<file path="src/rtl/mips_pkg.sv">
// mips_pkg -- shared constants and helpers for the demux_32_buf slice.
//   DATA_W_DEF : default payload width (32 bits)
//   CNT_W      : width of the optional per-port push counters (16 bits)
//   ptr_w()    : pointer width needed to address a queue of the given depth
package mips_pkg;

  localparam int DATA_W_DEF = 32;
  localparam int CNT_W      = 16;

  // Queue depths are restricted to 2 or 4, so pointers are 1 or 2 bits and
  // wrap naturally modulo DEPTH.
  function automatic int ptr_w(input int depth);
    if (depth > 2) begin
      return 2;
    end else begin
      return 1;
    end
  endfunction

endpackage

</file>
<file path="src/rtl/demux_32_buf_fifo_32.sv">
// fifo_32 -- one per-port queue of DEPTH entries with 1-cycle write latency.
// Ports:
//   clk, rst_n        : clock, asynchronous active-low reset
//   push, push_data   : write request and payload (ignored when full)
//   pop               : remove the head entry (ignored when empty)
//   full, empty       : occupancy == DEPTH / occupancy == 0
//   head_data         : oldest entry, straight from the storage registers
module fifo_32
  import mips_pkg::*;
#(
  parameter int DATA_W = DATA_W_DEF,
  parameter int DEPTH  = 2
) (
  input  logic              clk,
  input  logic              rst_n,
  input  logic              push,
  input  logic [DATA_W-1:0] push_data,
  input  logic              pop,
  output logic              full,
  output logic              empty,
  output logic [DATA_W-1:0] head_data
);

  localparam int AW = ptr_w(DEPTH);
  localparam int CW = AW + 1;

  logic [DATA_W-1:0] mem_r [DEPTH];
  logic [AW-1:0]     wr_ptr_r;
  logic [AW-1:0]     rd_ptr_r;
  logic [CW-1:0]     occ_r;
  logic              push_s;
  logic              pop_s;

  assign full      = (occ_r == CW'(DEPTH));
  assign empty     = (occ_r == {CW{1'b0}});
  assign push_s    = push & ~full;
  assign pop_s     = pop & ~empty;
  assign head_data = mem_r[rd_ptr_r];

  // Storage, pointers and occupancy; storage clears on reset so the head
  // reads as zero until something is written.
  always_ff @(posedge clk or negedge rst_n) begin
    if (!rst_n) begin
      for (int i = 0; i < DEPTH; i++) begin
        mem_r[i] <= {DATA_W{1'b0}};
      end
      wr_ptr_r <= {AW{1'b0}};
      rd_ptr_r <= {AW{1'b0}};
      occ_r    <= {CW{1'b0}};
    end else begin
      if (push_s) begin
        mem_r[wr_ptr_r] <= push_data;
        wr_ptr_r        <= wr_ptr_r + {{(AW-1){1'b0}}, 1'b1};
      end
      if (pop_s) begin
        rd_ptr_r <= rd_ptr_r + {{(AW-1){1'b0}}, 1'b1};
      end
      // Simultaneous push and pop leaves occupancy unchanged; at occupancy 1
      // the new entry becomes the head because rd_ptr advances onto it.
      case ({push_s, pop_s})
        2'b10:   occ_r <= occ_r + {{(CW-1){1'b0}}, 1'b1};
        2'b01:   occ_r <= occ_r - {{(CW-1){1'b0}}, 1'b1};
        default: occ_r <= occ_r;
      endcase
    end
  end

endmodule

</file>
<file path="src/rtl/demux_32_buf.sv">
// demux_32_buf -- routes a valid/ready stream to one of two buffered ports.
// Each port owns an independent fifo_32, so a stalled port never blocks the
// other. Accepted beats appear on their port one cycle later.
// Ports:
//   clk, rst_n                     : clock, asynchronous active-low reset
//   in_valid, in_ready             : upstream handshake (in_ready combinational
//                                    from in_select and the selected queue)
//   in_select, in_data             : destination port and payload
//   outK_valid, outK_ready, outK_data : per-port downstream handshake, K=0,1
//   cnt0, cnt1                     : 16-bit wrapping push counters, present
//                                    only when DEMUX_32_BUF_COUNT_EN is defined
module demux_32_buf
  import mips_pkg::*;
#(
  parameter int DATA_W = DATA_W_DEF,
  parameter int DEPTH  = 2
) (
  input  logic              clk,
  input  logic              rst_n,
  input  logic              in_valid,
  output logic              in_ready,
  input  logic              in_select,
  input  logic [DATA_W-1:0] in_data,
  output logic              out0_valid,
  input  logic              out0_ready,
  output logic [DATA_W-1:0] out0_data,
`ifdef DEMUX_32_BUF_COUNT_EN
  output logic [CNT_W-1:0]  cnt0,
  output logic [CNT_W-1:0]  cnt1,
`endif
  output logic              out1_valid,
  input  logic              out1_ready,
  output logic [DATA_W-1:0] out1_data
);

  logic full0_s, full1_s;
  logic empty0_s, empty1_s;
  logic in_ready_s;
  logic push0_s, push1_s;
  logic pop0_s, pop1_s;

  // No full-queue bypass: a full port refuses beats even if it pops this edge.
  assign in_ready_s = in_select ? ~full1_s : ~full0_s;
  assign in_ready   = in_ready_s;
  assign push0_s    = in_valid & in_ready_s & ~in_select;
  assign push1_s    = in_valid & in_ready_s &  in_select;
  assign pop0_s     = ~empty0_s & out0_ready;
  assign pop1_s     = ~empty1_s & out1_ready;
  assign out0_valid = ~empty0_s;
  assign out1_valid = ~empty1_s;

  fifo_32 #(.DATA_W(DATA_W), .DEPTH(DEPTH)) u_fifo0 (
    .clk       (clk),
    .rst_n     (rst_n),
    .push      (push0_s),
    .push_data (in_data),
    .pop       (pop0_s),
    .full      (full0_s),
    .empty     (empty0_s),
    .head_data (out0_data)
  );

  fifo_32 #(.DATA_W(DATA_W), .DEPTH(DEPTH)) u_fifo1 (
    .clk       (clk),
    .rst_n     (rst_n),
    .push      (push1_s),
    .push_data (in_data),
    .pop       (pop1_s),
    .full      (full1_s),
    .empty     (empty1_s),
    .head_data (out1_data)
  );

`ifdef DEMUX_32_BUF_COUNT_EN
  logic [CNT_W-1:0] cnt0_r, cnt1_r;

  assign cnt0 = cnt0_r;
  assign cnt1 = cnt1_r;

  // Accepted-push counters, one per port, wrapping at 2^CNT_W.
  always_ff @(posedge clk or negedge rst_n) begin
    if (!rst_n) begin
      cnt0_r <= {CNT_W{1'b0}};
      cnt1_r <= {CNT_W{1'b0}};
    end else begin
      if (push0_s) begin
        cnt0_r <= cnt0_r + {{(CNT_W-1){1'b0}}, 1'b1};
      end
      if (push1_s) begin
        cnt1_r <= cnt1_r + {{(CNT_W-1){1'b0}}, 1'b1};
      end
    end
  end
`endif

endmodule
</file>
<file path="config.mk">
export PLATFORM = sky130hd
export DESIGN_NAME = demux_32_buf
export DESIGN_NICKNAME = d
export VERILOG_FILES = /design/src/rtl/mips_pkg.sv /design/src/rtl/demux_32_buf_fifo_32.sv /design/src/rtl/demux_32_buf.sv
export SDC_FILE = /design/constraint.sdc
export NUM_CORES = 1
export LEC_CHECK = 0
export CAP_MARGIN = 20
export CORE_MARGIN = 2
export CORE_UTILIZATION = 39
export CTS_BUF_LIST = sky130_fd_sc_hd__clkbuf_2
export CTS_CLUSTER_SIZE = 16
export DETAILED_ROUTE_END_ITERATION = 12
export PLACE_DENSITY = 0.71
export SYNTH_ARGS = -nofsm -noshare
export SYNTH_HDL_FRONTEND = slang
export SYNTH_SLANG_ARGS = --single-unit
export TNS_END_PERCENT = 100
</file>
<file path="constraint.sdc">
create_clock -name clk -period 2.2 [get_ports clk]
set_input_delay 0.55 -clock clk [delete_from_list [all_inputs] [get_ports clk]]
set_output_delay 0.55 -clock clk [all_outputs]
set_load 0.02 [all_outputs]
</file>
==> summary.md, run 1 <==
| Metric | Value |
|---|---|
| Status | finished with violations |
| Failing checks | negative setup slack |
| Fin cells | 721 |
| Register-to-Register Path Depth | 6 |
| Post-route DRC | 0 |
| Area Growth Syn to Fin | 33.2% |
| Worst endpoint data arrival time | 1.98 ns |
| Clock root cell | clkbuf_2 |
| Critical Path, Cell by Cell | buf_12, buf_12, buf_6, mux2_4, buf_6 |
| Worst Path Required | 1.65 ns |
| Kind of end point of the critical path | primary output |
| Vias in the first global route | between 3000 and 4000 |
| Initial antenna violation count | 0 |
| Total power | around 0.013 W |
| Final Hold Vio Count | 0 |
| Period utilisation layout | 1.15 |
| CTS tree | yes |
| Starting Density | 0.395 |
| Fin worst setup slack | -0.328 ns |
| Commonest cells in the netlist | mux2_2 (187), dfrtp_1 (136), buf_2 (10), buf_6 (6), xnor2_1 (6) |
| CTS Buf Count | 17 |
| Kind of critical path | flop to primary output |
| First-pass GRT wire length | 20.4 mm |
| Compound-Gate Fraction of Synth Area | 0.000840 |
| Clock Latency Late Sink | around 0.7 ns |
| Hpwl dp | 8.35 mm |
| Net count after synthesis | 419 |
| Crit Path Max Fanout | 6 |
| Share of the synthesized area in the top cell type | 0.571 |
| Main combinational cell family by area after synthesis | multiplexers |
| CTS sink count | 136 |
| Fin util | 0.526 |
| Slew HR | 0.677 |
| Die height | around 130 um |
| RSZ-0062 raised after global routing | yes |
| Adder-cell share of the synthesized area | 0.00420 |
| Full die area | 0.0163 mm2 |
| Critical R2R Capture | u_fifo1.mem_r[61] |
| N_diodes | 0 |
| Pins over their slew limit | 0 |
| Number of distinct library cells after synthesis | 24 |
| Syn Std Cell Area | 0.00596 mm2 |
| CP peak stage delay | ~0.46 ns |
| Final antenna-violating net count | 0 |
| CP max-delay cell | dfrtp_2 |
| Largest net degree at the start of global routing | 59 |
| Final #Nets | 560 |
| Post-synth ARST share | 1.00 |
| Via count | 3639 |
| Post-Synth Simple-Gate Area | 0.0216 |
| Crit path time final | 2.53 ns |
| Critical path startpoint category | flop |
| Post-synth EDFFs | 0 |
| Synth warn | 0 |
| Cell type with the largest total area after synthesis | dfrtp_1 |
| Worst-case clock buffer depth | 2 |
| Worst min path class | input port to asynchronous set/reset pin |
| Worst-path clk slew | around 0.21 ns |
| Mapped Cells | 379 |
| Post-Synth XOR/XNOR Area | 0.0147 |
| Reg-to-reg setup timing slack | between 0.4 and 0.5 ns |
| Worst-margin pin slew | ~0.48 ns |
| Ranking of synthesized cells by area | dfrtp_1 (57%), mux2_2 (35%), buf_6 (1.1%) |
| Avg Cell Area, Syn | 15.7 um2 |
| Most frequent cell after synthesis | mux2_2 |
| Chip width | about 130 um |
| Power density over the cells | 1700 mW/mm2 |
| Post-synthesis mux area share | 0.363 |
| # setup viols final | 64 |
| #FFs+latches synth | 136 |
| Vias per inst | 5.05 |
| IO Count | 105 |
| Dpl cells | about 670 |
| Drt total wl | approximately 13 mm |
| Top_reg_cell synth | dfrtp_1 |
| FP Rows | 45 |
| Number of H-tree levels | 4 |
| GP Congestion | roughly 0.75 |
| Worst Skew | 0.0266 ns |
| Lkg Pwr | approximately 3.5 nW |
| Max frequency | 396 MHz |
| Post-synthesis sequential area ratio | 0.571 |
| Overflow after GRT | 0 |
| Drt initial violations | 130 |
| DR WL/cell | 17.7 um |
| GR Util All Layers | 0.166 |
| Core area | 0.0151 mm2 |
| VDD IR max | ~1.0 mV |
| PortBufs | 104 |
| Setup slack at placement | -0.178 ns |
| Layout cells sized above 1 | 0.632 |
| RR Startpoint | u_fifo1.occ_r[1] |
| Max_cap viols | 0 |
| First-pass iteration count of the detailed router | 4 |
-- cells by family after synthesis --
logic type	count (synthesis)
mux	192
flops	136
buf+inv	21
simple gates	17
xor+xnor	10
fa+ha+maj	2
compound gates	1
-- how the worst max path moves through the flow --
stage,from,to,slack [ns]
final,u_fifo1.rd_ptr_r,out1_data[11],-0.33
after detailed placement,in_select,in_ready,-0.18
after global placement,in_select,in_ready,-0.18
after CTS,u_fifo1.rd_ptr_r,out1_data[4],-0.45
after global routing,u_fifo1.rd_ptr_r,out1_data[11],-0.44
after floorplan,u_fifo0.rd_ptr_r,out0_data[10],0.52
-- critical path, delay by kind of cell, from the launching register on --
family / cells / cell delay [ns]
DFF: 1 / 0.46
muxes: 1 / 0.31
buffers and inverters: 4 / 0.51
-- cell type report --
class / count / area (um2)
flip-flops and latches: 136 / 3410
well taps: 188 / 235
multi-input cells: 222 / 2540
clock buffers: 17 / 85.1
clock inverters: 15 / 203
fillers: 1298 / 7150
repair buffers: 143 / 1470
-- what timing repair did --
action	4_1_cts	5_1_grt
gates cloned	2	1
endpoints found under the hold margin	136	0
setup buffers	13	8
hold buffers	1	0
pin swaps	1	0
endpoints found under the setup margin	67	67
resized for setup	316	71
-- through the flow --
step	hold slack, ns	TNS, ns	area [um2]
CTS	0.126	-20.50	7670
detailed placement	0.427	-0.912	7380
global placement	0.425	-0.199	7380
finish	0.207	-15.24	7940
floorplan	0.254	0	5960
global route	0.110	-23.25	7940
-- flip-flops by register name (all words and copies together), names as in the netlist --
register and cells:
u_fifo0.mem_r 64, u_fifo1.mem_r 64, u_fifo0.occ_r 2, u_fifo1.occ_r 2, u_fifo0.rd_ptr_r 1, u_fifo0.wr_ptr_r 1
u_fifo1.rd_ptr_r 1, u_fifo1.wr_ptr_r 1
-- power by group --
| part | leakage, nW | internal (W) | switching [W] | total (W) |
|---|---|---|---|---|
| clock | 0.164 | 0.000752 | 0.000947 | 0.00170 |
| sequential | 1.61 | 0.00376 | 0.000665 | 0.00443 |
| combinational | 1.76 | 0.00415 | 0.00319 | 0.00734 |
-- cell usage in the layout, fill, tap and decap left out, types with 3 or more instances in the layout --
| master | n |
|---|---|
| mux2_1 | 5 |
| mux2_2 | 161 |
| clkdlybuf4s50_1 | 36 |
| mux2_4 | 26 |
| dfrtp_1 | 134 |
| xor2_1 | 4 |
| clkinv_2 | 3 |
| bufinv_16 | 4 |
| xnor2_1 | 6 |
| buf_2 | 27 |
| clkbuf_2 | 18 |
| buf_6 | 41 |
| buf_12 | 14 |
| buf_4 | 20 |
| clkinv_4 | 5 |
-- per-layer routing --
metal,part of all wire,vias to the layer above,routed length (um),track usage
met1,0.43,1888,5550,0.204
li1,-,1641,-,-
met3,0.057,19,724,0.0532
met5,0,-,0,0
met2,0.49,91,6290,0.276
met4,0.017,0,219,0.0562
Power figures use the tool's default switching activity.
==> inputs of run 2 (changes only) <==
--- a/config.mk
+++ b/config.mk
@@ -11,7 +11,9 @@
 export CTS_BUF_LIST = sky130_fd_sc_hd__clkbuf_2
 export CTS_CLUSTER_SIZE = 16
 export DETAILED_ROUTE_END_ITERATION = 12
+export GPL_TIMING_DRIVEN = 0
 export PLACE_DENSITY = 0.71
+export SKIP_CTS_REPAIR_TIMING = 1
 export SYNTH_ARGS = -nofsm -noshare
 export SYNTH_HDL_FRONTEND = slang
 export SYNTH_SLANG_ARGS = --single-unit
==> summary.md, run 2 (synthesized netlist as in run 1, its figures left out) <==
| Metric | Value |
|---|---|
| Critical path startpoint category | flop |
| First-pass iteration count of the detailed router | 4 (unchanged) |
| Overflow after GRT | 0 (unchanged) |
| Clock root cell | clkbuf_2 |
| Drt total wl | 13.2 mm (+3.3%) |
| Slew HR | 0.573 (-0.104) |
| Design area | 0.00790 mm2 (-0.50%) |
| Initial antenna violation count | 1 (+1) |
| Area Growth Syn to Fin | 32.5% |
| Drt initial violations | 98 (-25%) |
| Core area | 0.0151 mm2 (unchanged) |
| Fin Setup TNS | -18.13 ns (-2.89 ns) |
| Status | finished with violations |
| Worst min path class | input port to asynchronous set/reset pin |
| Fin util | 0.523 (-0.00265) |
| Met3 wire length | 884 um (+22%) |
| Period utilisation layout | 1.17 (+0.0186) |
| Fillers | 1274 (-1.8%) |
| Max frequency | 389 MHz (-1.6%) |
| Final Hold Vio Count | 0 (unchanged) |
| Via count | 3581 (-1.6%) |
| Register-to-Register Path Depth | 6 (unchanged) |
| Die height | 128 um (unchanged) |
| Worst Path Required | 1.65 ns (about the same) |
| RR Startpoint | u_fifo0.occ_r[0] |
| WL met1 | 5.86 mm (+5.6%) |
| Final #Nets | 562 (+0.36%) |
| Full die area | 0.0163 mm2 (unchanged) |
| Area after DPL | 0.00726 mm2 (-1.6%) |
| Post-route DRC | 0 (unchanged) |
| Clock Latency Late Sink | 0.72 ns (about the same) |
| CTS Buf Count | 17 (unchanged) |
| Fin worst setup slack | -0.369 ns (-0.0410 ns) |
| GP Congestion | 0.726 (-3.0%) |
| Power density over the cells | 1720 mW/mm2 (+1.1%) |
| Reg-to-reg setup timing slack | 0.39 ns (-0.08 ns) |
| VDD IR max | 0.831 mV (-19%) |
| Worst-margin pin slew | 0.640 ns (+0.156 ns) |
| Lkg Pwr | 3.48 nW (-1.7%) |
| Number of H-tree levels | 4 (unchanged) |
| Worst-path clk slew | 0.19 ns (-0.02 ns) |
| DR WL/cell | 18.2 um (+2.9%) |
| GR Util All Layers | 0.169 (+0.00363) |
| Final antenna-violating net count | 0 (unchanged) |
| Dpl cells | 672 (+0.90%) |
| Most frequent cells in the layout | mux2_2 (179), dfrtp_1 (133), buf_6 (53) |
| Worst Skew | 0.0368 ns (+0.0102 ns) |
| Fin cells | 724 (+0.42%) |
| # setup viols final | 62 (-3.1%) |
| Hold Slack | 0.375 ns (+0.168 ns) |
| First-pass GRT wire length | 20.8 mm (+1.8%) |
| Hpwl dp | 8.71 mm (+4.3%) |
| PortBufs | 104 (unchanged) |
| Met2 WL | 6.32 mm (+0.46%) |
| Biggest regs | u_fifo0.mem_r x64, u_fifo1.mem_r x64 |
| Worst endpoint data arrival time | 2.02 ns (+0.04 ns) |
| Failing checks | negative setup slack |
| Vias in the first global route | 3861 (-0.59%) |
| RSZ-0062 raised after global routing | yes |
| Starting Density | 0.395 (unchanged) |
| Critical R2R Capture | u_fifo0.mem_r[10] |
| CTS sink count | 136 (unchanged) |
| Crit path time final | 2.57 ns (+0.0410 ns) |
| Kind of end point of the critical path | primary output |
| Worst-case clock buffer depth | 2 (unchanged) |
| Vias per inst | 4.95 (-2.0%) |
| FP Rows | 45 (unchanged) |
| Top sig layer | met4 |
| Largest net degree at the start of global routing | 70 (+19%) |
| CTS tree | yes |
| Pins over their slew limit | 0 (unchanged) |
| Most common cell after layout, fill and taps aside | mux2_2 |
| Chip width | 128 um (unchanged) |
| Layout cells sized above 1 | 0.632 (about the same) |
| Kind of critical path | flop to primary output |
| IO Count | 105 (unchanged) |
| Crit Path Max Fanout | 5 (-1) |
| Max_cap viols | 0 (unchanged) |
==> run 2: worst max-delay path by stage <==
stage                      from                 to  cells past startpoint
2_1_floorplan  u_fifo0.rd_ptr_r      out0_data[10]                      3
3_5_place_dp          in_select           in_ready                      4
4_1_cts        u_fifo0.rd_ptr_r      out0_data[16]                      4
6_report       u_fifo1.rd_ptr_r       out1_data[3]                      5
5_1_grt        u_fifo1.rd_ptr_r       out1_data[3]                      5
3_3_place_gp              rst_n  u_fifo0.mem_r[28]                      1
==> run 2: routing by layer <==
metal	GRT usage	vias up
met4	0.0504	0
met1	0.212	1838
met5	0	-
li1	-	1641
met3	0.0724	14
met2	0.268	88
==> run 2: worst max-delay path, stage by stage (launching register included) <==
cell and delay (ns):
dfrtp_2 0.48, buf_12 0.15, buf_8 0.12, buf_12 0.13, mux2_4 0.31, buf_6 0.13
==> run 2: stage by stage <==
| stage | total power (W) | setup slack [ns] |
|---|---|---|
| floorplan | 0.00842 | 0.516 |
| global placement | 0.0109 | -4.50 |
| detailed placement | 0.0111 | -0.390 |
| CTS | 0.0129 | -1.17 |
| global route | 0.0144 | -0.492 |
| finish | 0.0135 | -0.369 |
==> run 2: layout make-up <==
| type | instances | area, um2 | share of cell area |
|---|---|---|---|
| Tap cell | 188 | 235 | 0.0298 |
| Sequential cell | 136 | 3410 | 0.432 |
| Clock buffer | 18 | 90.1 | 0.0114 |
| Clock inverter | 14 | 205 | 0.0260 |
| Buffer | 19 | 230 | 0.0292 |
| Timing Repair Buffer | 126 | 1270 | 0.161 |
| Multi-Input combinational cell | 222 | 2460 | 0.311 |
| Antenna cell | 1 | 2.50 | 0.000317 |
==> run 2: where the power goes <==
part,internal [W],total [W],switching (W)
registers,0.00376,0.00441,0.000646
logic,0.00417,0.00737,0.00320
clock network,0.000853,0.00177,0.000918
total,0.00878,0.0135,0.00476
